File: src/rtl/code_lock_pkg.sv
// ============================================================================
// Module   : code_lock_pkg
// Brief    : Shared types, constants and code-digit lookup for code_lock.
// Revision : 1.0
// ============================================================================
`default_nettype none

package code_lock_pkg;

    localparam int NDIG = 4;

    typedef enum logic [1:0] {
        ENTRY   = 2'd0,
        OPEN    = 2'd1,
        LOCKOUT = 2'd2
    } state_t;

    // Digit 0 lives in the most significant pair of the code word.
    function automatic logic [1:0] code_digit(input logic [7:0] code, input logic [1:0] idx);
        logic [1:0] dig;
        case (idx)
            2'd0:    dig = code[7:6];
            2'd1:    dig = code[5:4];
            2'd2:    dig = code[3:2];
            default: dig = code[1:0];
        endcase
        return dig;
    endfunction

endpackage

`default_nettype wire

File: src/rtl/pair_eq.sv
// ============================================================================
// Module   : pair_eq
// Brief    : Combinational 2-bit equality, eq = (a==c) && (b==d).
// Revision : 1.0
// ============================================================================
`default_nettype none

module pair_eq (
    input  logic a,
    input  logic b,
    input  logic c,
    input  logic d,
    output logic eq
);

    assign eq = (a == c) && (b == d);

endmodule

`default_nettype wire

File: src/rtl/code_lock.sv
// ============================================================================
// Module   : code_lock
// Brief    : 4-digit sequential code lock with timed open window and lockout.
// Revision : 1.0
// ============================================================================
`default_nettype none

module code_lock
    import code_lock_pkg::*;
#(
    parameter logic [7:0] CODE     = 8'b10_01_11_00,
    parameter int         MAX_FAIL = 3,
    parameter int         OPEN_CYC = 8,
    parameter int         LOCK_CYC = 16
) (
    input  logic       clk,
    input  logic       rst,
    input  logic [1:0] digit,
    input  logic       digit_vld,
    input  logic       clear,
    output logic       open,
    output logic       err,
    output logic       locked,
    output logic [1:0] pos
);

    localparam int TMAX = (OPEN_CYC > LOCK_CYC) ? OPEN_CYC : LOCK_CYC;
    localparam int TW   = $clog2(TMAX + 1);
    localparam int FW   = $clog2(MAX_FAIL + 1);

    localparam logic [TW-1:0] OPEN_LOAD = TW'(OPEN_CYC);
    localparam logic [TW-1:0] LOCK_LOAD = TW'(LOCK_CYC);
    localparam logic [TW-1:0] TIMER_ONE = TW'(1);
    localparam logic [FW-1:0] FAIL_LAST = FW'(MAX_FAIL - 1);
    localparam logic [1:0]    LAST_POS  = 2'(NDIG - 1);

    state_t        state_q, state_d;
    logic [1:0]    pos_q, pos_d;
    logic          mm_q, mm_d;
    logic [FW-1:0] fail_cnt_q, fail_cnt_d;
    logic [TW-1:0] timer_q, timer_d;
    logic          err_q, err_d;

    logic [1:0]    code_dig;
    logic          digit_eq;

    assign code_dig = code_digit(CODE, pos_q);

    pair_eq u_pair_eq (
        .a  (digit[1]),
        .b  (digit[0]),
        .c  (code_dig[1]),
        .d  (code_dig[0]),
        .eq (digit_eq)
    );

    always_comb begin
        state_d    = state_q;
        pos_d      = pos_q;
        mm_d       = mm_q;
        fail_cnt_d = fail_cnt_q;
        timer_d    = timer_q;
        err_d      = 1'b0;

        case (state_q)
            ENTRY: begin
                if (clear) begin
                    pos_d = 2'd0;
                    mm_d  = 1'b0;
                end else if (digit_vld) begin
                    if (pos_q == LAST_POS) begin
                        pos_d = 2'd0;
                        mm_d  = 1'b0;
                        if (!mm_q && digit_eq) begin
                            state_d    = OPEN;
                            timer_d    = OPEN_LOAD;
                            fail_cnt_d = '0;
                        end else begin
                            err_d = 1'b1;
                            // Counter saturates at MAX_FAIL while locked out.
                            fail_cnt_d = fail_cnt_q + 1'b1;
                            if (fail_cnt_q == FAIL_LAST) begin
                                state_d = LOCKOUT;
                                timer_d = LOCK_LOAD;
                            end
                        end
                    end else begin
                        pos_d = pos_q + 2'd1;
                        mm_d  = mm_q | ~digit_eq;
                    end
                end
            end
            OPEN: begin
                timer_d = timer_q - 1'b1;
                if (timer_q == TIMER_ONE) begin
                    state_d = ENTRY;
                end
            end
            LOCKOUT: begin
                timer_d = timer_q - 1'b1;
                if (timer_q == TIMER_ONE) begin
                    state_d    = ENTRY;
                    fail_cnt_d = '0;
                end
            end
            default: begin
                state_d = ENTRY;
                timer_d = '0;
            end
        endcase
    end

    always_ff @(posedge clk or posedge rst) begin
        if (rst) begin
            state_q    <= ENTRY;
            pos_q      <= 2'd0;
            mm_q       <= 1'b0;
            fail_cnt_q <= '0;
            timer_q    <= '0;
            err_q      <= 1'b0;
        end else begin
            state_q    <= state_d;
            pos_q      <= pos_d;
            mm_q       <= mm_d;
            fail_cnt_q <= fail_cnt_d;
            timer_q    <= timer_d;
            err_q      <= err_d;
        end
    end

    assign open   = (state_q == OPEN);
    assign locked = (state_q == LOCKOUT);
    assign err    = err_q;
    assign pos    = pos_q;

endmodule

`default_nettype wire

File: config.mk
export PLATFORM = sky130hd
export DESIGN_NAME = code_lock
export DESIGN_NICKNAME = d
export VERILOG_FILES = /design/src/rtl/code_lock_pkg.sv /design/src/rtl/pair_eq.sv /design/src/rtl/code_lock.sv
export SDC_FILE = /design/constraint.sdc
export NUM_CORES = 1
export LEC_CHECK = 0
export BUFFER_PORTS_ARGS = -buffer_cell sky130_fd_sc_hd__buf_4
export CAP_MARGIN = 20
export CORE_MARGIN = 1
export CORE_UTILIZATION = 55
export DETAILED_ROUTE_END_ITERATION = 7
export PLACE_DENSITY = 0.76
export SYNTH_ARGS = -nofsm -noshare
export SYNTH_HDL_FRONTEND = slang
export SYNTH_SLANG_ARGS = --single-unit
File: constraint.sdc
create_clock -name clk -period 2.8 [get_ports clk]
set_input_delay 0.42 -clock clk [delete_from_list [all_inputs] [get_ports clk]]
set_output_delay 0.42 -clock clk [all_outputs]
set_load 0.005 [all_outputs]
==> results.yml <==
detailed_routing:
  met1_length_um: 785
  num_vias: 722
  highest_layer: "met4"
  firstDrtPassIters: 4
  wl_met2_um: 761
  drc_errors: 0
  initialDrtViolationCount: 26
  wl_per_cell_um: 13.8
  ant_nets: 0
  totalWireLength_um: 1640
  met3_length_um: 68
  vias_per_cell: 6.07
clock_tree:
  cts.sink_count: 13
  clock_latency_ns: 0.28
  hold_buffers: 0
  clock_path_buffers: 2
  cts_tree: "built"
  clk_pin_slew_ns: 0.08
  numCtsBuffers: 3
  clockRootBuffer: "clkbuf_4"
  post_cts_buffers: 0
  htreeDepth: 1
  cts_resized: 0
global_routing:
  grt_max_degree: 14
  grt_pass1_wl_um: 2900
  overflow: 0
  first_global_vias: 682
  grt_antenna_before_repair: 0
  track_usage: 0.220
pwr:
  p_sw_frac: 0.380
  p_total_uw: 682
  switching_power_uw: 259
  power.ir.vdd_worst_mv: 0.364
  comb_power_share: 0.389
  p_leak_uw: 0.000453
  clkPwrFrac: 0.175
  pwr-share-seq: 0.437
  power_density_nw_per_um2: 679
  p_int_uw: 422
yosys:
  synth_top_area_cell: "dfrtp_1"
  async_flop_share: 1.00
  yosysWarnings: 0
  synth_ff_type: "dfrtp_1"
  syn_nets: 106
  netlist_instances: 90
  synthTopCellsByArea: "dfrtp_1, ha_1, o21ai_0, nand3b_1, inv_1"
  yosysMostFrequentCell: "dfrtp_1"
  synth-seq-area-share: 0.367
  synth_common_cells: "dfrtp_1, ha_1, inv_1"
  ys_ff_latch: 13
  synth.avg_cell_area_sq_um: 9.84
  syn_area_sq_um: 886
  synth_top_area_frac: 0.367
  ys_types: 34
  synth-edff-count: 0
setup_path:
  path_max_fanout: 5
  critPathLaunchType: "flop"
  crit_required_ns: 2.97
  arrival_ns: 2.35
  endpoint_kind: "flop"
  critPathKind: "reg -> reg"
sta:
  maxSlewViolCount: 0
  relSlewSlack: 0.617
  fin_ws_ns: 0.620
  rsz0062_at_grt: "false"
  fin_crit_ns: 2.18
  worst_pin_slew_ns: 0.568
  max_freq_mhz: 459
  clock_skew_ns: 0.00561
  setup_tns_ns: 0
  setup_violations: 0
  fin_crit_sh: 0.779
  hold_viol: 0
floorplan:
  start_util: 0.588
  coreArea_sq_um: 1510
  die_h_um: 42.1
  die_x_um: 42.1
  ioPinCount: 11
  die_area_sq_um: 1770
  num_rows: 14
cells_and_area:
  drive_above_1_share: 0.175
  diodes: 0
  nNetsFinal: 120
  instances_no_fill: 119
  area_growth_pct: 13.3
  fill_cells: 128
min_path:
  hold_path_class: "in -> async"
flow_run:
  cap_violations: 0
placement:
  hpwl_um: 1280
  gp_congestion: 0.930
  dp.cells: 115
  pre_cts_ws_ns: 0.643
  portBuffers: 10
outcome:
  status: "finished clean"
-- power by group through the flow --
stage / clock (uW) / combinational (uW) / sequential (uW)
2_1_floorplan: 0 / 205 / 289
5_1_grt: 131 / 304 / 307
6_report: 119 / 265 / 298
3_5_place_dp: 0 / 264 / 301
3_3_place_gp: 0 / 258 / 299
4_1_cts: 124 / 266 / 297
-- state kept, by name, indices dropped and copies added, names as in the netlist --
register	count
mm_q	1
timer_q	5
err	1
fail_cnt_q	2
state_q	2
pos	2
-- routing by layer --
layer	global-route usage	vias up
met1	0.316	343
met4	0.0938	0
li1	-	359
met2	0.328	16
met3	0.0388	4
met5	0	-
-- path summary, 6_finish.rpt --
check                                          startpoint                         to  slack [ns]  cells after the start
max in group asynchronous                             rst     state_q[0]$_DFFE_PP0P_        2.31                      2
min in group clk                fail_cnt_q[1]$_DFFE_PP0P_  fail_cnt_q[1]$_DFFE_PP0P_        0.52                      1
worst max-delay path                   pos[0]$_DFFE_PP0P_     state_q[1]$_DFFE_PP0P_        0.62                      6
worst min register to register  fail_cnt_q[1]$_DFFE_PP0P_  fail_cnt_q[1]$_DFFE_PP0P_        0.52                      1
worst max register to register         pos[0]$_DFFE_PP0P_     state_q[1]$_DFFE_PP0P_        0.62                      6
worst min-delay path                                  rst         pos[1]$_DFFE_PP0P_        0.15                      2
-- stage by stage --
stage / instance area (sq um) / hold WS, ns / utilization
2_1_floorplan: 886 / 0.297 / -
3_3_place_gp: 977 / 0.474 / 0.649
3_5_place_dp: 977 / 0.474 / 0.649
4_1_cts: 1000 / 0.162 / 0.666
5_1_grt: 1000 / 0.206 / 0.666
6_report: 1000 / 0.152 / 0.666
-- final cells by class --
type / instances / area, sq um / area share
multi-input cells: 67 / 523 / 0.521
flip-flops and latches: 13 / 325 / 0.324
repair buffers: 10 / 75.1 / 0.0748
inverters: 9 / 33.8 / 0.0337
clock buffers: 4 / 26.3 / 0.0262
well taps: 16 / 20.0 / 0.0200
-- cell families (layout without fill, tap and decap cells) --
group	count (synthesis)	after routing	share of synthesized area
buffers and inverters	10	23	0.0424
muxes	2	2	0.0254
xor gates and xnor gates	1	1	0.00989
and+or+nand+nor	33	33	0.222
AOI/OAI and AO/OA	21	21	0.192
DFF	13	13	0.367
adders and majority gates	10	10	0.141
-- worst max-delay path: stages (launching register included) --
cell      delay, ns
dfrtp_1        0.42
inv_1          0.08
ha_1           0.21
or3_4          0.42
a2111o_1       0.49
and3_1         0.21
a221o_1        0.25
-- placed cells by master (no fill, tap or decap), types with 3 or more instances in the layout --
cell | Yosys | final
dfrtp_1 | 13 | 13
ha_1 | 10 | 10
buf_4 | 0 | 10
inv_1 | 9 | 9
o21ai_0 | 8 | 8
nand2_1 | 6 | 6
nand3b_1 | 5 | 5
nand3_1 | 5 | 5
nor3_1 | 3 | 3
clkbuf_4 | 0 | 3
Power figures use the tool's default switching activity.
